==> config.mk <==
export PLATFORM = sky130hd
export DESIGN_NAME = fir_coeff_loader
export DESIGN_NICKNAME = d
export VERILOG_FILES = /design/src/rtl/fir_pkg.sv /design/src/rtl/fir_coeff_loader.sv
export SDC_FILE = /design/constraint.sdc
export NUM_CORES = 1
export LEC_CHECK = 0
export ABC_AREA = 0
export BUFFER_PORTS_ARGS = -buffer_cell sky130_fd_sc_hd__buf_2
export CORE_MARGIN = 2
export CORE_UTILIZATION = 25
export DETAILED_ROUTE_END_ITERATION = 8
export PLACE_DENSITY = 0.47
export SYNTH_ARGS = -nofsm -noshare
export SYNTH_HDL_FRONTEND = slang
export SYNTH_SLANG_ARGS = --single-unit
==> constraint.sdc <==
create_clock -name iClk_12M -period 2.9 [get_ports iClk_12M]
set_input_delay 0.145 -clock iClk_12M [delete_from_list [all_inputs] [get_ports iClk_12M]]
set_output_delay 0.145 -clock iClk_12M [all_outputs]
set_load 0.05 [all_outputs]
==> src/rtl/fir_pkg.sv <==
// Shared constants, state encoding and mirror-index helper
// for the symmetric FIR coefficient loader.
package fir_pkg;

  localparam int TAPS = 33;
  localparam int UNIQ = (TAPS + 1) / 2;
  localparam int AW   = 6;
  localparam int DW   = 16;
  localparam int CW   = 5;

  localparam logic [1:0] p_Idle    = 2'd0;
  localparam logic [1:0] p_Collect = 2'd1;
  localparam logic [1:0] p_Write   = 2'd2;
  localparam logic [1:0] p_Done    = 2'd3;

  // Buffer slot feeding RAM address k (1..TAPS): taps mirror
  // around the centre, so k and TAPS+1-k share a slot.
  function automatic logic [CW-1:0] idx(input logic [AW-1:0] k);
    if (k <= AW'(UNIQ))
      return CW'(k - AW'(1));
    else
      return CW'(AW'(TAPS) - k);
  endfunction

endpackage

==> src/rtl/fir_coeff_loader.sv <==
// Collects UNIQ coefficients over valid/ready, then writes the
// mirrored TAPS-entry table into the FIR coefficient RAM.
// Ports: iClk_12M/iRsn clock+async reset; iLoadStart/iAbort
// control; iCoeffValid/iCoeffData/oCoeffReady host stream;
// oCoeffiUpdateFlag/oCsnRam/oWrnRam/oAddrRam/oWrDtRam RAM port;
// oBusy/oDone status. All outputs registered.
module fir_coeff_loader
  import fir_pkg::*;
(
  input  logic          iClk_12M,
  input  logic          iRsn,
  input  logic          iLoadStart,
  input  logic          iAbort,
  input  logic          iCoeffValid,
  input  logic [DW-1:0] iCoeffData,
  output logic          oCoeffReady,
  output logic          oCoeffiUpdateFlag,
  output logic          oCsnRam,
  output logic          oWrnRam,
  output logic [AW-1:0] oAddrRam,
  output logic [DW-1:0] oWrDtRam,
  output logic          oBusy,
  output logic          oDone
);

  logic [1:0]    state;
  logic [1:0]    nxt;
  logic [CW-1:0] cnt;
  logic [DW-1:0] cbuf [UNIQ];

  logic          cap;
  logic          last_cap;

  logic          ready_d;
  logic          wr_d;
  logic [AW-1:0] addr_d;
  logic [DW-1:0] data_d;
  logic          busy_d;
  logic          done_d;

  // oCoeffReady is high exactly while in p_Collect
  assign cap      = (state == p_Collect) && iCoeffValid;
  assign last_cap = cap && (cnt == CW'(UNIQ - 1));

  always_ff @(posedge iClk_12M or negedge iRsn) begin
    if (!iRsn) state <= p_Idle;
    else       state <= nxt;
  end

  always_comb begin
    nxt = state;
    unique case (state)
      p_Idle: begin
        if (iLoadStart) nxt = p_Collect;
      end
      p_Collect: begin
        if (iAbort)        nxt = p_Idle;
        else if (last_cap) nxt = p_Write;
      end
      p_Write: begin
        if (iAbort)                        nxt = p_Idle;
        else if (oAddrRam == AW'(TAPS))    nxt = p_Done;
      end
      p_Done: begin
        nxt = p_Idle;
      end
      default: nxt = p_Idle;
    endcase
  end

  // Outputs are computed from the next state so that the
  // registered values line up with the state they describe.
  always_comb begin
    ready_d = (nxt == p_Collect);
    wr_d    = (nxt == p_Write);
    busy_d  = (nxt == p_Collect) || (nxt == p_Write);
    done_d  = (nxt == p_Done);
    addr_d  = '0;
    data_d  = '0;
    if (wr_d) begin
      addr_d = (state == p_Write) ? oAddrRam + AW'(1) : AW'(1);
      data_d = cbuf[idx(addr_d)];
    end
  end

  always_ff @(posedge iClk_12M or negedge iRsn) begin
    if (!iRsn) begin
      oCoeffReady       <= 1'b0;
      oCoeffiUpdateFlag <= 1'b0;
      oCsnRam           <= 1'b1;
      oWrnRam           <= 1'b1;
      oAddrRam          <= '0;
      oWrDtRam          <= '0;
      oBusy             <= 1'b0;
      oDone             <= 1'b0;
    end else begin
      oCoeffReady       <= ready_d;
      oCoeffiUpdateFlag <= wr_d;
      oCsnRam           <= !wr_d;
      oWrnRam           <= !wr_d;
      oAddrRam          <= addr_d;
      oWrDtRam          <= data_d;
      oBusy             <= busy_d;
      oDone             <= done_d;
    end
  end

  always_ff @(posedge iClk_12M or negedge iRsn) begin
    if (!iRsn)
      cnt <= '0;
    else if ((state == p_Idle) && iLoadStart)
      cnt <= '0;
    else if (cap)
      cnt <= cnt + CW'(1);
  end

  // Buffer holds no reset: contents are always rewritten
  // before they are read.
  always_ff @(posedge iClk_12M) begin
    if (cap) cbuf[cnt] <= iCoeffData;
  end

endmodule

# Yosys cells after proc, flatten, opt, wreduce, memory -nomap -nowiden

Memories as Yosys holds them, arrays and structs flattened.
Index checks and enable logic that the tools add are counted.

Order comparisons: 1
$add $sub $neg: 4
Reductions and logical operators: 7
Equal/unequal tests: 8
Mux-type cells: 15

Operator list:

| kind                  | number |
|---|---|
| $mux W5               | 4 |
| $mux W16              | 1 |
| $mux W6               | 2 |
| $mux W2               | 5 |
| $eq A2 B2 Y1 const B  | 4 |
| $pmux W2 S4           | 1 |
| $add A6 B1 Y6 const B | 1 |
| $eq A6 B6 Y1 const B  | 1 |
| $le A6 B5 Y1 const B  | 1 |
| $add A5 B1 Y5 const B | 1 |
| $eq A5 B5 Y1 const B  | 1 |
| $sub A1 B5 Y5 const A | 1 |
| $sub A5 B1 Y5 const B | 1 |
| $eq A2 B1 Y1 const B  | 2 |
| $logic_and A1 B1 Y1   | 3 |
| $logic_not A2 Y1      | 1 |
| $mux W1               | 2 |
| $reduce_bool A2 Y1    | 1 |
| $logic_not A1 Y1      | 1 |
| $logic_or A1 B1 Y1    | 1 |

RAM bits: 272
Memories: 1
Output and inout bits: 28
Word-level logic and storage cells: 45
Bits of input ports: 21
Flip-flop bits (word level): 34

Memory list:

| name | depth | bits a word | read ports | clocked after memory_dff | wr ports | line                   | text |
|---|---|---|---|---|---|---|---|
| cbuf | 17    | 16          | 1          | 0                        | 1        | fir_coeff_loader.sv:29 | `logic [DW-1:0] cbuf [UNIQ];` |

# Depth between registers and ports, before layout

Gate-level depths: netlist of the first run.
An unclocked memory read counts as a cell.

Depth in word-level cells: 10
Gate-level depth with buffers: 13
Depth with buffers taken out: 12

# Least setup slack after synthesis of the first run

No wires, ideal clock.

Path type: register -> register
Start: register oAddrRam[1]
End: register oWrDtRam[10]
Path buffers: 2
Required time: 2.750 ns
Data arrival time: 3.163 ns
Library setup time: 0.150 ns
Cell stages (with the launch flop): 14
Clock period less this slack: 3.313 ns
Slack: -0.413 ns
Path through: dfrtp_1 > inv_1 > ha_1 > nand2b_1 > ha_1 > nor2_1 > o31a_1 > buf_2 > o211a_1 > o21ai_1 > buf_2 > a21oi_1 > nor4_1 > a41oi_1

Word-level cells in the longest chain between the ends: 7
Elaborated cells between the ends (all ways): 14
Those cells by class: 3 x add/sub; 1 x order compare; 2 x eq/ne; 7 x mux; 1 x memory

RTL lines:

| item                                  | line                    | text |
|---|---|---|
| from (decl)                           | fir_coeff_loader.sv:20  | `output logic [AW-1:0] oAddrRam,` |
| from (signal assigned)                | fir_coeff_loader.sv:101 | `oAddrRam <= addr_d;` |
| $add A6 B1 Y6                         | fir_coeff_loader.sv:81  | `addr_d = (state == p_Write) ? oAddrRam + AW'(1) : AW'(1);` |
| $mux W6                               | fir_coeff_loader.sv:81  |  |
| $sub A1 B5 Y5 (tied with other cells) | fir_pkg.sv:22           | `return CW'(AW'(TAPS) - k);` |
| $mux W5                               | fir_pkg.sv:19           | `if (k <= AW'(UNIQ))` |
| $mux W5                               | fir_coeff_loader.sv:80  | `if (wr_d) begin` |
| $mem_v2 Z17 W16                       | --                      |  |
| $mux W16 (*)                          | fir_coeff_loader.sv:80  |  |
| named net data_d[10]                  | fir_coeff_loader.sv:37  | `logic [DW-1:0] data_d;` |
| to (signal assigned)                  | fir_coeff_loader.sv:102 | `oWrDtRam <= data_d;` |
| to (decl)                             | fir_coeff_loader.sv:21  | `output logic [DW-1:0] oWrDtRam,` |

The timed path passes the listed nets; every way through them passes the cells marked *. The select of a mux whose other input is x is not followed.
A chain may end at the register's enable or synchronous reset.

# Final worst setup path of the first run

Start: register oAddrRam[1]
End: register oWrDtRam[15]

Same word-level chain as after synthesis.

==> results, run 1 <==
- The number of distinct library cell variants in the gate-level netlist after synthesis is 50.
- The signal on the critical path passes through inv_2, ha_4, nand2b_4, ha_4, nor2_4, buf_6, o31ai_4, buf_12, buf_4, a21o_4, buf_12, buf_4, nand3_1, a21oi_2, nor4_2, buf_4, a41oi_1.
- IR analysis of the VDD net gives a maximum drop of 0.379 mV.
- The cell type of the slowest stage on the worst timing path is sky130_fd_sc_hd__dfrtp_2.
- The startpoint identified for the worst register-to-register timing path is oAddrRam[1].
- The number of max-cap violations is 0.
- The design draws 9.56 mW.
- The number of pins exceeding their max-slew limit in the final report is 0.
- The required time of the worst setup path is 3350 ps.
- The iteration count of the initial detailed-routing pass is 5.
- The remaining max-slew budget at the tightest pin is 34.6%.
- The number of instances on the worst hold path is 1.
- The endpoint identified for the worst register-to-register timing path is oWrDtRam[15].
- The number of global-route vias before repair came to 7744.
- The flow ran to the end, but the final reports show violations.
- The number of top-level pins is 49.
- The pin slew with the least headroom to its limit is 981 ps.
- The total clock buffers created by CTS is 31.
- The detail route stage leaves a number of antenna-violating nets equal to 0.
- Global routing used 12.9% of the available tracks across all layers.
- The floorplan die height is 227 um.
- When the netlist entered floorplanning its net count stood at 860.
- Yosys mapped a number of flops with a built-in enable equal to 272.
- The cell depth of the worst flop-to-flop path is 17.
- The worst setup slack after placement is -358 ps.
- The number of antenna violations at the first check in global routing came to 0.
- Dividing the detail-routed wire length by the instance count gives 19.7 um.
- The largest total area in the synthesized netlist belongs to sky130_fd_sc_hd__edfxtp_1.
- Entering global routing, the biggest net connects 37 pins.
- For this run, the slowest stage of the critical path takes 430 ps.
- The fraction of layout instances using a drive strength above 1 is 29.3%.
- The critical path starts at oAddrRam[1].
- After layout, the worst setup slack is -133 ps.
- The tightest min-delay check is of the input port to flop type.
- The number of design rule violations left after detail routing is 0.
- The initial utilization of the core area, before any placement, comes to 25.3%.
- The clock reaches the later pin of the worst-skew pair after 590 ps.
- The critical path in this run is classified as flop to flop.
- The number of cells produced by synthesis is 827.
- The area growth from synthesis to layout is 29.9%.
- The worst register-to-register path has a setup slack of -130 ps.
- No sink is reached through more buffers than the 3 on the longest clock path.
- Along the worst path, the maximum fanout reaches 8.
- The arrival time of data at the critical path endpoint is 3490 ps.
- Routability-driven placement finished with a final weighted congestion of 0.741.
- The via count of the routed design is 7652.
- The kind of start point of the critical path is a flop.
- In the synthesized netlist the async set-or-reset flop fraction comes to 11.1%.
- The width of the die is 227 um.
- Counting every sink on the clock net gives 306.
- Sorting the synthesized cells by area gives the leading types as sky130_fd_sc_hd__edfxtp_1 66%, sky130_fd_sc_hd__dfrtp_1 6.7%, sky130_fd_sc_hd__mux2i_1 5.3%.
- The average size of a mapped cell is 15.0 um2.
- The final-report hold violation count is 0.
- The clock tree from TritonCTS is built.
- The total core area is 49000 um2.
- The total wire length after detailed routing is 33300 um.
- In this run the number of H-tree levels came out at 1.
- The period utilization is 105%.
- The destination of the critical timing path is oWrDtRam[15].
- After layout, the minimum clock period comes to 3030 ps.
- The cell area after technology mapping is 12400 um2.
- The most common flop cell mapped by yosys is sky130_fd_sc_hd__edfxtp_1.
- The area fraction of the dominant cell type after synthesis is 66.0%.
- The first global-routing pass estimated 49400 um of wire.
- The most numerous cell type found on the critical path is sky130_fd_sc_hd__buf_4.
- In this run the static leakage power is 5.99 nW.
- The master cell of the clock root buffer is sky130_fd_sc_hd__clkbuf_16.
- Across the routed clock network, the largest skew measured is 12.2 ps.
- For this design the ratio of total power to cell area is 594 nW/um2.
- The clock transition time at the flip-flop clock pins of the worst setup and hold paths is 60 ps.
- The element type at the critical path end is a flop.
- Based on the critical path, the design can be clocked at up to 330 MHz.
- Row generation in the floorplan step produced 81 rows.
- Setup violations remaining at the end of the flow were counted as 16.
- 0 antenna diodes ended up in the layout.
- The final reports fail on negative setup slack.
- The worst hold margin is 21.1 ps.
- The sum of overflow across all layers after global routing is 0.
- After synthesis the netlist holds a flip-flop and latch count of 306.
- The floorplan step defined a die boundary enclosing 51300 um2.
- The count of routing violations after the opening detailed-route iteration is 545.
- In this run the tool buffered the top-level ports with 48 buffer cells.
- Setup repair after global routing could not meet its margin everywhere.
- For this run, the post-layout net count is 1031.
- The warning count from the yosys run is 0.
- The detailed-placement wirelength estimate is 20200 um.
- The ratio of routed vias to standard cells is 4.54.
- The share of synthesized area occupied by flip-flops and latches is 72.8%.
-- Yosys cell counts (2+ instances only) --
library cell / n
sky130_fd_sc_hd__nand2b_1: 2
sky130_fd_sc_hd__nand3b_1: 3
sky130_fd_sc_hd__buf_2: 11
sky130_fd_sc_hd__xor2_1: 4
sky130_fd_sc_hd__dfrtp_1: 33
sky130_fd_sc_hd__buf_8: 2
sky130_fd_sc_hd__a211oi_1: 3
sky130_fd_sc_hd__a41oi_1: 16
sky130_fd_sc_hd__o211a_1: 2
sky130_fd_sc_hd__nand3_1: 68
sky130_fd_sc_hd__o22a_1: 32
sky130_fd_sc_hd__mux2i_1: 65
sky130_fd_sc_hd__o21ai_0: 81
sky130_fd_sc_hd__edfxtp_1: 272
sky130_fd_sc_hd__a21oi_1: 66
sky130_fd_sc_hd__or3b_2: 2
sky130_fd_sc_hd__xnor2_1: 5
sky130_fd_sc_hd__inv_1: 9
sky130_fd_sc_hd__and2_1: 3
sky130_fd_sc_hd__nand2_1: 11
sky130_fd_sc_hd__ha_1: 12
sky130_fd_sc_hd__nor4_1: 23
sky130_fd_sc_hd__clkbuf_1: 31
sky130_fd_sc_hd__o21ai_1: 8
sky130_fd_sc_hd__nor2_1: 32
sky130_fd_sc_hd__buf_6: 5
sky130_fd_sc_hd__nand4_1: 2
sky130_fd_sc_hd__or3_1: 2
-- layout make-up --
type | instances | area (um2)
Clock inverter | 25 | 320
Inverter | 9 | 33.8
Fill cell | 4744 | 32900
Multi-Input combinational cell | 462 | 3430
Timing Repair Buffer | 188 | 1660
Clock buffer | 33 | 783
Sequential cell | 306 | 9020
Tap cell | 664 | 831
-- worst min-delay path by stage --
stage	from	to	slack [ps]
after CTS	iCoeffData[1]	cbuf[0][1]	9
after global placement	iRsn	oBusy	350
after floorplan	iRsn	cnt[0]	-150
after detailed placement	iRsn	oBusy	350
final	iCoeffData[1]	cbuf[4][1]	20
after global routing	iCoeffData[1]	cbuf[9][1]	40
-- per-layer routing --
metal	global-route usage, %	vias to the layer above	share of wire, %
li1	-	3587	-
met1	17.0	3888	45
met2	22.2	137	49
met3	1.71	40	3.9
met4	3.78	0	1.9
met5	0	-	0
-- power by group --
group,internal [mW],switching (mW),total [mW]
logic,0.109,0.225,0.334
registers,4.89,0.0315,4.92
clock network,2.59,1.72,4.31
total,7.58,1.98,9.56
-- cells in the final DEF (no fill, tap or decap), types with 3 or more instances in the layout --
master,n
sky130_fd_sc_hd__mux2i_1,62
sky130_fd_sc_hd__clkbuf_16,32
sky130_fd_sc_hd__nor2_1,22
sky130_fd_sc_hd__bufinv_16,7
sky130_fd_sc_hd__dfrtp_2,4
sky130_fd_sc_hd__a21oi_2,6
sky130_fd_sc_hd__inv_1,7
sky130_fd_sc_hd__mux2i_2,3
sky130_fd_sc_hd__o21ai_1,8
sky130_fd_sc_hd__nor4_1,12
sky130_fd_sc_hd__buf_12,22
sky130_fd_sc_hd__buf_4,96
sky130_fd_sc_hd__nand2_1,10
sky130_fd_sc_hd__o22a_1,32
sky130_fd_sc_hd__nand3_1,66
sky130_fd_sc_hd__ha_4,3
sky130_fd_sc_hd__nor2_2,9
sky130_fd_sc_hd__a41oi_2,7
sky130_fd_sc_hd__edfxtp_1,272
sky130_fd_sc_hd__a21oi_1,60
sky130_fd_sc_hd__dfrtp_1,29
sky130_fd_sc_hd__buf_2,48
sky130_fd_sc_hd__o21ai_2,5
sky130_fd_sc_hd__dlygate4sd3_1,18
sky130_fd_sc_hd__nor4_2,9
sky130_fd_sc_hd__clkinv_1,3
sky130_fd_sc_hd__xnor2_1,3
sky130_fd_sc_hd__xor2_1,3
sky130_fd_sc_hd__a41oi_1,9
sky130_fd_sc_hd__clkinv_2,11
sky130_fd_sc_hd__nand3b_1,3
sky130_fd_sc_hd__ha_1,8
sky130_fd_sc_hd__o21ai_0,75
-- critical path, delay by kind of cell, from the launching register on --
| kind | cells | cell delay (ps) |
|---|---|---|
| buf+inv | 7 | 940 |
| simple gates | 4 | 700 |
| compound gates | 4 | 480 |
| flops | 1 | 430 |
| fa+ha+maj | 2 | 360 |
-- state kept, by name, indices dropped and copies added (netlist names) --
register and count:
cbuf 272, cnt 5, oAddrRam 6, oBusy 1, oCoeffReady 1, oCoeffiUpdateFlag 1
oDone 1, oWrDtRam 16, oWrnRam 1, state 2
-- through the flow --
stage               setup TNS, ps  std cells  utilization [%]  area (um2)
floorplan                       0        827                -       12500
global placement            -3040       1592             29.2       14300
detailed placement          -3270       1592             29.2       14300
CTS                         -1350       1676             32.3       15800
global route                -3210       1687             32.9       16100
finish                      -1320       1687             32.9       16100
-- logic make-up (layout without fill, tap and decap cells) --
family / count (synthesis) / in the layout / share of synthesized area, %
AND/OR/NAND/NOR: 157 / 157 / 6.73
AO/OA/AOI/OAI: 217 / 217 / 10.6
adder cells (fa/ha/maj): 12 / 12 / 1.21
flip-flops: 306 / 306 / 72.8
buffers and inverters: 59 / 255 / 2.41
XOR/XNOR: 9 / 9 / 0.637
multiplexers: 67 / 67 / 5.53
-- what timing repair did --
action | in CTS | in global routing
hold buffers | 18 | 0
buffers inserted | 10 | 11
endpoints found under the hold margin | 294 | 0
cloned | 1 | 1
endpoints found under the setup margin | 16 | 16
resized for setup | 30 | 29
pin swaps | 18 | 18
(Power assumes the default switching activity.)
==> inputs of run 2 (changes only) <==
Settings changed: CORE_ASPECT_RATIO from default to 0.7, PLACE_DENSITY 0.47 to default.
Clock period 2.9 ns to 3.2 ns, I/O delays scaled along.
==> run 2 against run 1 <==
  * The run now ends clean
  * Sequential power fell by 9.3%
  * Utilization fell by 1.8 points
  * Register-to-register slack improved by 210 ps
  * Via count rose by 2.4%
  * Non-clock buffer count fell by 47
  * Wire length rose by 2.7%
  * Clock power fell by 17%
  * Final cell count fell by 3.0%
  * Count of clock-buffer cells in the layout rose by 7
  * Worst hold slack got worse by 6.3 ps
  * Die area barely moved
  * Fmax fell by 2.9%
  * Largest cell class unchanged
==> results, run 2 (synthesis results as in run 1) <==
- The run finished with clean final reports.
- STA classifies the critical path startpoint as a flop.
- The maximum fanout count along the critical path is 11.
- The count of endpoints failing setup in the final report is 0.
- The routed wirelength normalized by instance count is 20.9 um.
- Counting the fill cells in the layout gives 4826.
- For the pin with the worst max-slew slack, the measured transition is 589 ps.
- The most frequent standard cell in the layout excluding fill and tap cells is sky130_fd_sc_hd__edfxtp_1.
- STA puts the critical path data arrival time at 3490 ps.
- The largest register by flop count is cbuf.
- Pin placement for this block handled 49 I/O pins.
- The reported leakage power is 5.62 nW.
- The design draws 8.32 mW.
- The top cell types in the final layout, fill and taps aside, are 272 x sky130_fd_sc_hd__edfxtp_1, 81 x sky130_fd_sc_hd__o21ai_0, 67 x sky130_fd_sc_hd__nand3_1, 65 x sky130_fd_sc_hd__a21oi_1, 65 x sky130_fd_sc_hd__mux2i_1.
- The final antenna-violating net count is 0.
- The final layout net count is 983.
- The maximum frequency from static timing analysis is 320 MHz.
- The post-layout minimum cycle time is 3120 ps.
- The total overflow left after global routing is 0.
- The endpoint identified for the worst register-to-register timing path is oWrDtRam[3].
- The clock tree from TritonCTS is built.
- Relative to the synthesized area, the layout overhead comes to 23.3%.
- CTS built an H-tree with a depth of 1.
- For this run, the detailed router's first-pass iteration total came to 7.
- The antenna cell count is 0.
- Buffers placed on the I/O ports in this run total 48.
- The effective utilization at floorplan is 25.2%.
- The period utilization is 97.6%.
- The final-report hold violation count is 0.
- Setup repair after global routing could not meet its margin everywhere.
- After clock tree synthesis, the clock-pin slew on the worst setup and hold paths is 60 ps.
- STA classifies the critical path endpoint as a flop.
- The setup slack on the worst flop-to-flop path is 80 ps.
- The critical path class is flop to flop.
- The required time of the worst setup path is 3570 ps.
- The start point of the critical path is oAddrRam[0].
- The number of antenna violations at the first check in global routing is 0.
- Following the worst setup path forward leads to its endpoint at oWrDtRam[3].
- The number of global-route vias before repair was 7521.
- The floorplan has 68 rows.
- The tool flagged a number of max-cap violations equal to 0.
- The master cell of the clock root buffer is sky130_fd_sc_hd__clkbuf_16.
- The remaining max-slew budget at the tightest pin is 60.7%.
- The detailed-placement wirelength estimate is 20700 um.
- The min-delay analysis places its worst path in the category input port to flop.
- Buffers inserted during clock tree synthesis total 30.
- In the routed design, unresolved DRC markers number 0.
- At the later pin of the worst-skew pair, clock insertion delay measures 570 ps.
- The flip-flop count of the largest register, all copies and words added is 272.
- The ratio of routed vias to standard cells is 4.78.
- At the end of routability-driven placement, the weighted congestion stood at 0.818.
- The combined area of the multi-input logic cells is 3210 um2.
- The pin count of the biggest net entering global routing is 65.
- After floorplanning, the core was sized to cover 49100 um2.
- The largest registers in the layout are cbuf x272, oWrDtRam x16, oAddrRam x6.
- The floorplan die height is 190 um.
- In the final timing run, aggregate negative setup slack is 0 ps.
- The cell area power density is 545 nW/um2.
- The number of pins exceeding their max-slew limit in the final report is 0.
- The number of cells on the worst reg-to-reg path is 12.
- The die area is 51400 um2.
- The final layout contains routed wiring with a total length of 34200 um.
- The worst ir drop on vdd is 0.392 mV.
- The startpoint of the lowest-slack register-to-register path is oAddrRam[0].
- The wire length of the first global-routing pass is 49400 um.
- In this run the cell area measured after placement is 13900 um2.
- The count of routing violations after the opening detailed-route iteration is 847.
- The width of the die is 270 um.
- The maximum clock insertion buffer count is 3.
- The post-layout instance area is 15300 um2.
- CTS saw 306 sinks.
- Summing all flip-flop and latch instances after layout gives 9020 um2.
- The total routing usage reported by global routing is 12.9%.
- The clock arrives with 23.1 ps of skew.
- The fraction of layout instances using a drive strength above 1 is 22.1%.
- The via count of the routed design is 7833.
==> run 2: cell types whose count changed in the layout (fill, tap and decap cells not counted), moves of 4 or more <==
cell                        change
sky130_fd_sc_hd__o21ai_2        -5
sky130_fd_sc_hd__a21oi_1        +5
sky130_fd_sc_hd__clkinv_2       -7
sky130_fd_sc_hd__ha_1           +4
sky130_fd_sc_hd__clkbuf_8       +4
sky130_fd_sc_hd__buf_4         -34
sky130_fd_sc_hd__nor2_2         +7
sky130_fd_sc_hd__buf_12        -13
sky130_fd_sc_hd__o21ai_0        +6
sky130_fd_sc_hd__a41oi_1        +6
sky130_fd_sc_hd__nor2_1         -6
sky130_fd_sc_hd__a41oi_2        -6
sky130_fd_sc_hd__bufinv_16      -4
sky130_fd_sc_hd__a21oi_2        -5
==> run 2: layout make-up <==
type | instances | share of cell area, %
clock inverters | 14 | 1.03
repair buffers | 141 | 7.56
well taps | 665 | 5.45
flip-flops and latches | 306 | 59.1
multi-input cells | 462 | 21.1
inverters | 9 | 0.221
clock buffers | 40 | 5.57
==> run 2: how the worst min path moves through the flow <==
stage	slack [ps]	cells after the start	end	start
2_1_floorplan	-140	0	cnt[0]	iRsn
3_3_place_gp	160	1	oBusy	iRsn
3_5_place_dp	170	1	oDone	iRsn
4_1_cts	4	1	cbuf[11][1]	iCoeffData[1]
5_1_grt	20	1	cbuf[16][4]	iCoeffData[4]
6_report	10	1	cbuf[13][4]	iCoeffData[4]
==> run 2: metal layers <==
layer / vias up / global-route usage, % / share of wire (%)
met1: 3946 / 19.2 / 46
met2: 328 / 18.7 / 43
met4: 0 / 3.68 / 2.8
li1: 3496 / - / -
met3: 63 / 2.95 / 8.9
met5: - / 0 / 0
==> run 2: where the power goes <==
group	switching (mW)	internal [mW]
sequential	0.0293	4.43
clock	1.48	2.10
combinational	0.191	0.0830
total	1.70	6.61
==> run 2: metrics by stage <==
stage                     setup slack [ps]  std cells  utilization (%)  hold WS (ps)
after floorplan                       39.7        827                -          -136
after global placement               -23.0       1560             28.3           160
after detailed placement             -89.8       1560             28.3           167
after CTS                             7.90       1631             30.7          4.18
after global routing                  -102       1637             31.1          15.4
final                                 76.5       1637             31.1          14.8
==> run 2: worst max-delay path: stages (launching register included) <==
cell                       delay, ps
sky130_fd_sc_hd__dfrtp_2         440
sky130_fd_sc_hd__ha_1            320
sky130_fd_sc_hd__nand2b_1        190
sky130_fd_sc_hd__ha_1            220
sky130_fd_sc_hd__nor2_2          190
sky130_fd_sc_hd__o31a_1          320
sky130_fd_sc_hd__nor4_1          110
sky130_fd_sc_hd__o21ai_1         130
sky130_fd_sc_hd__buf_4           240
sky130_fd_sc_hd__buf_4           190
sky130_fd_sc_hd__a21oi_1          50
sky130_fd_sc_hd__nor4_1          280
sky130_fd_sc_hd__a41oi_1         240
==> run 2: what timing repair did <==
item / 4_1_cts / 5_1_grt
hold buffers: 17 / 0
gates resized for setup: 1 / 17
setup buffers: 0 / 3
pin swaps: 0 / 2
endpoints found under the setup margin: 1 / 16
gates cloned: 0 / 3
hold endpoints to repair: 249 / 0
==> inputs of run 3 (changes only) <==
Settings changed: PLACE_DENSITY from default to 0.36.
==> run 3 against run 2 <==
  * Sequential share of layout area down 1.2 points
  * Fmax rose by 0.97%
  * Utilization is 0.63 points higher
  * Wire length up 15%
  * Clock power is 13% higher
  * Non-clock buffer count is 8 higher
  * Worst setup slack improved by 30 ps
  * Critical path type unchanged
  * Critical endpoint is now oWrDtRam[5]
==> results, run 3 (synthesis results as in run 1) <==
- The worst setup path is captured at a flop.
- Hold is met by 33.6 ps.
- The maximum fanout count along the critical path is 48.
- The die is 190 um tall.
- The pin slew with the least headroom to its limit is 1020 ps.
- After clock tree synthesis, the clock-pin slew on the worst setup and hold paths is 60 ps.
- The detailed-placement wirelength estimate is 23800 um.
- The maximum level of the CTS H-tree is 2.
- Setup total negative slack on the finished layout was measured at 0 ps.
- The post-layout instance area is 15600 um2.
- The routed wirelength normalized by instance count is 23.9 um.
- The routability-driven placement congestion ratio is 0.762.
- TritonCTS built the clock tree.
- The standard-cell row count is 68.
- In this run the register-to-register setup slack is 110 ps.
- The worst setup path is launched from a flop.
- The largest single stage delay on the critical path is 440 ps.
- The die covers 51400 um2.
- The dominant cell type by count on the critical path is sky130_fd_sc_hd__buf_4.
- The total core area is 49100 um2.
- The count of routing violations after the opening detailed-route iteration is 626.
- The floorplan step set the die width to 270 um.
- Max-cap violations in this run came to 0.
- The number of input and output port buffers inserted is 48.
- For this run, design rule violations remaining after detail routing come to 0.
- The final layout contains routed wiring with a total length of 39500 um.
- The signal on the critical path passes through buf_4, or3b_1, mux2i_2, o31ai_2, buf_4, and3_4, buf_12, o21ai_0, a21oi_1, nor4_2, a41oi_1.
- The clock net sink count is 306.
- The critical path runs through a total of 11 cells.
- The iteration count of the initial detailed-routing pass is 5.
- For this run the aggregate overflow at the end of global routing stands at 0.
- In the global route stage, overall resource usage came out at 15.2%.
- The clock reaches the later pin of the worst-skew pair after 530 ps.
- VDD sags by at most 0.268 mV.
- Setup repair after global routing could not meet its margin everywhere.
- The class of the most critical hold timing path is input port to flop.
- The cell depth of the worst flop-to-flop path is 11.
- The worst setup path is of the flop to flop kind.
- The via count of the routed design is 7627.
- After layout, the design draws a total of 8.79 mW.
- The flip-flop count of the largest register, all copies and words added is 272.
- Clock tree synthesis inserted a total of 34 buffers.
- The final antenna-violating net count is 0.
- The critical path ends at oWrDtRam[5].
- 0 antenna diodes ended up in the layout.
- After layout, the minimum clock period comes to 3090 ps.
- The worst path buffer plus inverter count is 3.
- In this run the critical register-to-register path is captured at oWrDtRam[5].
- The top cell types in the final layout, fill and taps aside, are 272 x sky130_fd_sc_hd__edfxtp_1, 78 x sky130_fd_sc_hd__buf_4, 72 x sky130_fd_sc_hd__o21ai_0, 67 x sky130_fd_sc_hd__nand3_1, 65 x sky130_fd_sc_hd__a21oi_1.
- The worst-case clock skew is 14.2 ps.
- The remaining max-slew budget at the tightest pin is 32.2%.
- The run finished with clean final reports.
- The initial utilization of the core area, before any placement, comes to 25.2%.
- The area growth from synthesis to layout is 25.8%.
- The number of antenna violations at the first check in global routing is 3.
- In this run the critical register-to-register path is launched from state[0].
- The wire length of the first global-routing pass is 56300 um.
- The largest registers in the layout are cbuf x272, oWrDtRam x16, oAddrRam x6.
- The final layout net count is 995.
- Pin placement for this block handled 49 I/O pins.
- The cell type of the slowest stage on the worst timing path is sky130_fd_sc_hd__dfrtp_1.
- The area after detailed placement is 14100 um2.
- The reported leakage power is 5.78 nW.
- Dividing the detail-routed via count by the number of cells gives 4.62.
- The period utilization is 96.7%.
- Entering global routing, the biggest net connects 65 pins.
- Based on the critical path, the design can be clocked at up to 323 MHz.
- The arrival time of data at the critical path endpoint is 3470 ps.
- The start point of the critical path is state[0].
- The number of global-route vias before repair was 7609.
- For the worst setup path, the data required time is 3580 ps.
- The master cell of the clock root buffer is sky130_fd_sc_hd__clkbuf_16.
- The count of endpoints failing setup in the final report is 0.
- Cells with a size suffix above 1 make up 26.6% of the layout.
- More flip-flops sit in one register than any other, and that register is cbuf.
- The final-report hold violation count is 0.
- Grouping stages by cell kind, the critical path spends the most delay in simple AND/OR/NAND/NOR gates.
- The cell area power density is 564 nW/um2.
- No sink is reached through more buffers than the 3 on the longest clock path.
- Leaving out fill and tap cells, the most frequent cell in the layout is sky130_fd_sc_hd__edfxtp_1.
- The number of pins exceeding their max-slew limit in the final report is 0.
run 3: cell types whose count changed in the layout (fill, tap and decap cells not counted), sizes merged:
cell         before  now
inv              11   10
clkbuf           43   53
buf             121  146
clkinv            8    4
dlygate4sd3      17    2
run 3: cell type report:
class	instances	area, um2
fillers	4879	33500
flip-flops and latches	306	9020
multi-input cells	462	3300
repair buffers	149	1240
clock buffers	52	1020
well taps	665	832
clock inverters	9	123
inverters	9	33.8
run 3: power breakdown:
group | switching, mW | total (mW) | internal (mW)
sequential | 0.0291 | 4.46 | 4.43
combinational | 0.208 | 0.285 | 0.0771
clock | 1.61 | 4.05 | 2.44
total | 1.85 | 8.79 | 6.94
run 3: metal layers:
metal | wire [um] | global-route usage, %
met5 | 0 | 0
met2 | 16700 | 22.1
met4 | 577 | 3.23
met3 | 1740 | 2.94
met1 | 20500 | 23.3
run 3: worst min-delay path by stage:
stage | to | slack, ps | startpoint | cells after the start
final | cnt[2] | 30 | iLoadStart | 3
after global routing | cbuf[8][8] | 40 | iCoeffData[8] | 1
after CTS | cbuf[11][11] | 20 | iCoeffData[11] | 1
after detailed placement | oBusy | 410 | iRsn | 1
after global placement | oBusy | 400 | iRsn | 1
after floorplan | cnt[0] | -140 | iRsn | 0
run 3: tightest hold or removal path: cells and delay by family:
kind / cells / cell delay, ps
AND/OR/NAND/NOR: 2 / 280
buffers and inverters: 1 / 80
run 3: through the flow:
step	setup slack, ps	utilization (%)	cells
3_5_place_dp	-169	28.7	1574
5_1_grt	-62.2	31.7	1652
6_report	106	31.7	1652
4_1_cts	3.21	31.1	1638
2_1_floorplan	39.7	-	827
3_3_place_gp	-179	28.7	1574
run 3: repair_timing:
action / CTS / global route
endpoints found under the hold margin: 34 / 0
gates resized for setup: 4 / 39
setup buffers: 1 / 13
hold buffers: 2 / 0
pin swaps: 3 / 9
cloned: 0 / 1
setup endpoints to repair: 5 / 16
